--- src/rtl/mux3_arbiter_pkg.sv ---
// Shared definitions for the three-way round-robin mux arbiter:
// state encoding, requester indices and the arbitration helpers.
package mux3_arbiter_pkg;

  localparam logic [0:0] ST_IDLE  = 1'b0;
  localparam logic [0:0] ST_GRANT = 1'b1;

  localparam logic [1:0] REQ0 = 2'd0;
  localparam logic [1:0] REQ1 = 2'd1;
  localparam logic [1:0] REQ2 = 2'd2;

  typedef struct packed {
    logic       found;
    logic [1:0] idx;
  } rr_pick_t;

  // Step a requester index forward, wrapping 2 back to 0.
  function automatic logic [1:0] inc3(input logic [1:0] x);
    return (x == REQ2) ? REQ0 : x + 2'd1;
  endfunction

  // First set request bit scanning ptr, ptr+1, ptr+2 (mod 3).
  function automatic rr_pick_t next_rr(input logic [2:0] req, input logic [1:0] ptr);
    rr_pick_t   pick;
    logic [1:0] c0;
    logic [1:0] c1;
    logic [1:0] c2;
    c0 = ptr;
    c1 = inc3(c0);
    c2 = inc3(c1);
    pick.found = 1'b0;
    pick.idx   = REQ0;
    if (req[c0]) begin
      pick.found = 1'b1;
      pick.idx   = c0;
    end else if (req[c1]) begin
      pick.found = 1'b1;
      pick.idx   = c1;
    end else if (req[c2]) begin
      pick.found = 1'b1;
      pick.idx   = c2;
    end
    return pick;
  endfunction

  // One-hot grant vector for a requester index.
  function automatic logic [2:0] onehot3(input logic [1:0] idx);
    return 3'b001 << idx;
  endfunction

endpackage

--- src/rtl/mux3_arbiter_m3_1.sv ---
// Plain 3:1 word mux; select value 3 never occurs and falls back to input 0.
module m3_1
  import mux3_arbiter_pkg::*;
#(
  parameter int WIDTH = 4
) (
  input  logic [1:0]       s_i,
  input  logic [WIDTH-1:0] i0_i,
  input  logic [WIDTH-1:0] i1_i,
  input  logic [WIDTH-1:0] i2_i,
  output logic [WIDTH-1:0] o_o
);

  // Route the selected input straight to the output.
  always_comb begin
    case (s_i)
      REQ1:    o_o = i1_i;
      REQ2:    o_o = i2_i;
      default: o_o = i0_i;
    endcase
  end

endmodule

--- src/rtl/mux3_arbiter.sv ---
// Round-robin arbiter owning the shared 3:1 mux select. An owner keeps the
// grant until it drops its request, strobes DONE, or the hold timer expires;
// release and the next grant happen on the same edge.
module mux3_arbiter
  import mux3_arbiter_pkg::*;
#(
  parameter int WIDTH    = 4,
  parameter int HOLD_MAX = 15
) (
  input  logic             CLK,
  input  logic             RST,
  input  logic [2:0]       REQ,
  input  logic [2:0]       DONE,
  input  logic [WIDTH-1:0] I0,
  input  logic [WIDTH-1:0] I1,
  input  logic [WIDTH-1:0] I2,
  output logic [2:0]       GNT,
  output logic [1:0]       S,
  output logic             VALID,
  output logic [WIDTH-1:0] O,
  output logic             TIMEOUT
);

  localparam int            TW          = (HOLD_MAX == 0) ? 1 : $clog2(HOLD_MAX + 1);
  localparam logic [TW-1:0] HOLD_T      = TW'(HOLD_MAX);
  localparam logic [TW-1:0] TIMER_MAX   = '1;
  localparam bit            HAS_TIMEOUT = (HOLD_MAX != 0);

  logic [0:0]    state_q, state_d;
  logic [2:0]    gnt_q, gnt_d;
  logic [1:0]    sel_q, sel_d;
  logic [1:0]    ptr_q, ptr_d;
  logic [TW-1:0] timer_q, timer_d;
  logic          timeout_q, timeout_d;

  rr_pick_t   idlePick;
  rr_pick_t   handPick;
  logic [1:0] nextPtr;
  logic       ownDone;
  logic       ownReq;
  logic       expired;
  logic       release_;

  assign nextPtr  = inc3(sel_q);
  assign idlePick = next_rr(REQ, ptr_q);
  assign handPick = next_rr(REQ, nextPtr);
  assign ownDone  = DONE[sel_q];
  assign ownReq   = REQ[sel_q];
  assign expired  = HAS_TIMEOUT && (timer_q == HOLD_T);
  assign release_ = ownDone || !ownReq || expired;

  // Next-state logic: arbitrate from idle, or hold / release / hand off in grant.
  always_comb begin
    state_d   = state_q;
    gnt_d     = gnt_q;
    sel_d     = sel_q;
    ptr_d     = ptr_q;
    timer_d   = timer_q;
    timeout_d = 1'b0;
    case (state_q)
      ST_IDLE: begin
        if (idlePick.found) begin
          state_d = ST_GRANT;
          gnt_d   = onehot3(idlePick.idx);
          sel_d   = idlePick.idx;
          timer_d = TW'(1);
        end
      end
      default: begin
        if (release_) begin
          ptr_d     = nextPtr;
          timeout_d = expired && !ownDone && ownReq;
          if (handPick.found) begin
            gnt_d   = onehot3(handPick.idx);
            sel_d   = handPick.idx;
            timer_d = TW'(1);
          end else begin
            state_d = ST_IDLE;
            gnt_d   = 3'b000;
            timer_d = '0;
          end
        end else if (timer_q != TIMER_MAX) begin
          timer_d = timer_q + TW'(1);
        end
      end
    endcase
  end

  // State registers with synchronous reset; S is kept while idle.
  always_ff @(posedge CLK) begin
    if (RST) begin
      state_q   <= ST_IDLE;
      gnt_q     <= 3'b000;
      sel_q     <= REQ0;
      ptr_q     <= REQ0;
      timer_q   <= '0;
      timeout_q <= 1'b0;
    end else begin
      state_q   <= state_d;
      gnt_q     <= gnt_d;
      sel_q     <= sel_d;
      ptr_q     <= ptr_d;
      timer_q   <= timer_d;
      timeout_q <= timeout_d;
    end
  end

  assign GNT     = gnt_q;
  assign S       = sel_q;
  assign VALID   = |gnt_q;
  assign TIMEOUT = timeout_q;

  m3_1 #(.WIDTH(WIDTH)) u_mux (
    .s_i  (sel_q),
    .i0_i (I0),
    .i1_i (I1),
    .i2_i (I2),
    .o_o  (O)
  );

endmodule

--- config.mk ---
export PLATFORM = sky130hd
export DESIGN_NAME = mux3_arbiter
export DESIGN_NICKNAME = d
export VERILOG_FILES = /design/src/rtl/mux3_arbiter_pkg.sv /design/src/rtl/mux3_arbiter_m3_1.sv /design/src/rtl/mux3_arbiter.sv
export SDC_FILE = /design/constraint.sdc
export NUM_CORES = 1
export LEC_CHECK = 0
export ABC_AREA = 1
export CAP_MARGIN = 30
export CORE_AREA = 2 2 50 52
export CTS_BUF_LIST = sky130_fd_sc_hd__clkbuf_8
export DETAILED_ROUTE_END_ITERATION = 10
export DIE_AREA = 0 0 52 54
export GPL_ROUTABILITY_DRIVEN = 1
export HOLD_SLACK_MARGIN = 0.05
export PLACE_DENSITY = 0.8
export SYNTH_ARGS = -nofsm -noshare
export SYNTH_HDL_FRONTEND = slang
export SYNTH_HIERARCHICAL = 1
export SYNTH_SLANG_ARGS = --single-unit
--- constraint.sdc ---
create_clock -name CLK -period 1.7 [get_ports CLK]
set_clock_uncertainty 0.15 [all_clocks]
set_input_delay 0.34 -clock CLK [delete_from_list [all_inputs] [get_ports CLK]]
set_output_delay 0.34 -clock CLK [all_outputs]
set_load 0.05 [all_outputs]
**Word level (Yosys, flattened, before mapping)**

Cells that the tools add are included.
W data, S select, Z words.

- Bits of input ports: 20
- Bits in registers: 13
- Word-level logic and storage cells: 92

- Magnitude comparators: 7
- Reduce and logical (&&, ||, !) cells: 13
- Add/sub/neg operators: 6
- Equal/unequal tests: 11
- Shift-type cells: 2
- Bitwise logic cells: 2
- Mux-type cells: 45

Operators with widths:

| operator | count |
|---|---|
| $mux W3 | 10 |
| $lt A2 B3 Y1 const B | 7 |
| $mux W2 | 9 |
| $bmux W1 S2 | 8 |
| $mux W4 | 4 |
| $mux W1 | 13 |
| $add A2 B1 Y2 const B | 5 |
| $eq A2 B2 Y1 const B | 5 |
| $pmux W4 S2 | 1 |
| $reduce_and A2 Y1 | 3 |
| $reduce_or A3 Y1 | 2 |
| $shl A1 B2 Y3 const A | 2 |
| $add A4 B1 Y4 const B | 1 |
| $eq A4 B4 Y1 const B | 1 |
| $ne A2 B1 Y1 const B | 2 |
| $ne A4 B4 Y1 const B | 1 |
| $ne A3 B1 Y1 const B | 1 |
| $reduce_and A3 Y1 | 1 |
| $eq A2 B1 Y1 const B | 1 |
| $logic_and A1 B1 Y1 | 2 |
| $logic_not A1 Y1 | 2 |
| $logic_or A1 B1 Y1 | 2 |
| $not A1 Y1 | 2 |
| $reduce_bool A2 Y1 | 1 |

**Logic depth before layout (Yosys ltp)**

- Depth after elaboration: 15
- Depth in mapped cells: 11
- Mapped depth without buffers: 11

**Hierarchy**

Netlist, hierarchy kept.

Modules (own cells, without submodules):

| module | area an instance (um^2) | cells an instance | times used |
|---|---|---|---|
| mux3_arbiter | 950.9 | 160 | 1 |
| m3_1 | 126.4 | 29 | 1 |

**Worst setup path before layout**

Ideal clock, no wire load.

- Kind: reg-to-output
- From: register sel_q[0] (netlist: S[0])
- To: output port O[0]
- Cell stages (with the launch flop): 6
- Arrival time: 1669 ps
- Path slack: -459 ps
- Cells stage by stage: dfxtp_1 > inv_1 > ha_1 > inv_2 > nand2_1 > nand2_1

- Cells in the longest elaborated chain, start to end: 2

Ends and longest elaborated chain:

| element | line | source |
|---|---|---|
| start: declaration | mux3_arbiter.sv:31 | `logic [1:0] sel_q, sel_d;` |
| start signal: assignment | mux3_arbiter.sv:101 | `sel_q <= sel_d;` |
| $eq A2 B2 Y1 / $eq A2 B1 Y1 (equally long branches) | mux3_arbiter_m3_1.sv:16 | `case (s_i)` |
| $pmux W4 S2 * | mux3_arbiter_m3_1.sv:16 |  |
| end: declaration | mux3_arbiter.sv:20 | `output logic [WIDTH-1:0] O,` |

Mark *: on every way between the ends. The rest lies on a longest branch, timed or not.

**Worst setup path in the final report**

- From: register sel_q[1] (netlist: S[1])
- To: output port O[0]

The elaborated chain is that of the path after synthesis.

==> out/qor.yml <==
status: "finished with violations"
violations: "setup timing"
clk_pin_slew_ns: 0.05
peakVddDrop_mv: 1.68
final_max_slew_viol_count: 0
gp_congestion: 0.836
min_period_ns: 1.78
crit_end: "O[0]"
grt_pass1_wl_mm: 4.93
die-area_sq_mm: 0.00281
max_freq_mhz: 563
critPathMaxStageDelay_ns: 0.36
placementRows: 18
start_util: 0.464
layout_common_cells: "74 x nand2_1, 17 x nor2_1, 16 x clkdlybuf4s50_1"
power_mw: 3.00
synthesis.area_sq_mm: 0.00108
worstReg2RegStart: "S[1]"
drc: 0
nets: 257
syn-num-nets: 212
setup_violations: 4
placed_cells: 254
crit_path_start: "S[1]"
post-route-util: 0.767
dr.pass1.iters: 4
dp_hpwl_mm: 2.40
rsz0062_at_grt: "yes"
worstMarginPinSlew_ns: 0.326
relSlewSlack: 0.783
diodes: 0
p_per_area_mw_per_mm2: 1690
cts_sinks: 13
grt_max_degree: 11
r2r_end: "GNT[1]"
clockBufferDepth: 2
io_pins: 31
ant_nets: 0
drtIter0Drc: 30
critPathKind: "register to primary output"
clock_latency_ns: 0.23
io_buffers: 30
vias: 1372
crit_path_end_kind: "primary output"
yosysWarnings: 6
period_share: 1.04
yosysSeqAreaShare: 0.242
vias_per_cell: 5.22
track_usage: 0.231
pre_cts_ws_ns: -0.323
die_x_um: 52
final_cell_area_sq_mm: 0.00178
cts.root.buffer_cell: "clkbuf_8"
n_fill_cell: 168
drt_wl_total_mm: 3.26
synth-seq-cells: 13
cts_tree: "built"
cp.required_ns: 1.21
antenna_found_initial: 0
critPathSlowestCell: "dfxtp_4"
hp-class: "register to register"
syn_area_per_cell_sq_um: 5.70
synthCells: 189
start_kind: "register"
layout.cells.non_filler: 263
multi_input_area_sq_um: 848
regArea_sq_um: 269
globalRoute.totalOverflow: 0
die_height_um: 54
fp.coreArea_sq_mm: 0.00232
hold_viol: 0
wire_per_inst_um: 12.4
rrSetupSlack_ns: 0.02
cap_violations: 0
fin_ws_ns: -0.0753
detailed_place.area_sq_mm: 0.00160
syn_to_final_growth_pct: 65.2
drive_above_1_share: 0.305
final_common_cell: "nand2_1"
reg2regPathDepth: 10
crit_chain: "inv_1 > ha_2 > nand2_1 > nand2_1 > nand2_4 > nand2_4 > buf_12"
leakage_nw: 0.889
grt_pass1_vias: 1221
cts-buffers-inserted: 3
critPathArrivalTime_ns: 1.29
path_max_fanout: 4
htreeDepth: 1
synth.distinct_cells: 24
-- state kept, by name, indices dropped and copies added (netlist names) --
register  count
timer_q       4
state_q       1
ptr_q         2
TIMEOUT       1
S             2
GNT           3
-- worst min path at each step --
stage | start | depth (start not counted) | end
after global routing | timer_q[1] | 2 | timer_q[1]
final | timer_q[1] | 2 | timer_q[1]
after CTS | timer_q[1] | 2 | timer_q[1]
after detailed placement | timer_q[1] | 2 | timer_q[1]
after global placement | timer_q[1] | 2 | timer_q[1]
after floorplan | RST | 1 | timer_q[1]
-- cell type report --
cell class,count,area share
clock buffer,3,0.0232
clock inverter,1,0.00211
inverter,21,0.0506
multi-input combinational,154,0.477
sequential,13,0.151
tap,30,0.0211
timing repair buffer,41,0.275
-- cells in the mapped netlist (all sizes together) --
cell	number	area, sq um
a21oi	9	63.8
o21ai	5	25.0
nand4	2	18.8
ha	3	37.5
dfxtp	13	260
clkinv	1	3.75
inv	20	75.1
o211ai	1	7.51
nor4	1	6.26
xnor2	1	8.76
nor2b	1	8.76
o2111ai	1	8.76
buf	1	5.00
nand2	88	340
nand3	20	120
nor2	22	87.6
-- routing by layer --
metal,part of all wire,global-route usage,vias to the layer above
li1,-,-,685
met1,0.39,0.248,625
met2,0.53,0.468,54
met3,0.061,0.0528,8
met4,0.012,0.0219,0
met5,0,0,-
-- per-stage QoR --
step,setup TNS [ns],hold slack (ns)
floorplan,0,0.259
global placement,-2.89,0.319
detailed placement,-3.38,0.321
CTS,-0.178,0.329
global route,-0.892,0.351
finish,-0.249,0.329
-- worst max-delay path, delay by kind of cell, from the launching register on --
family	cells	cell delay, ns
fa+ha+maj	1	0.20
flops	1	0.36
simple gates	4	0.30
buf+inv	2	0.19
-- report_power, final --
group	leakage, nW	total (mW)	internal (mW)	switching [mW]
Sequential	0.109	0.523	0.401	0.121
Combinational	0.753	2.23	0.932	1.30
Clock	0.0269	0.253	0.158	0.0948
-- repair_timing --
item	CTS	global route
buffers inserted	4	1
pin swaps	3	4
hold buffers	0	0
resized for setup	14	15
endpoints found under the setup margin	14	15
-- kinds of logic (layout without fill, tap and decap cells) --
logic type               after synthesis  after routing  synth area share
XOR/XNOR                               1              1           0.00813
flip-flops                            13             13             0.242
AO/OA/AOI/OAI                         16             16            0.0976
buffers and inverters                 22             66            0.0778
adder cells (fa/ha/maj)                3              3            0.0348
AND/OR/NAND/NOR                      134            134             0.540
Power figures use the tool's default switching activity.
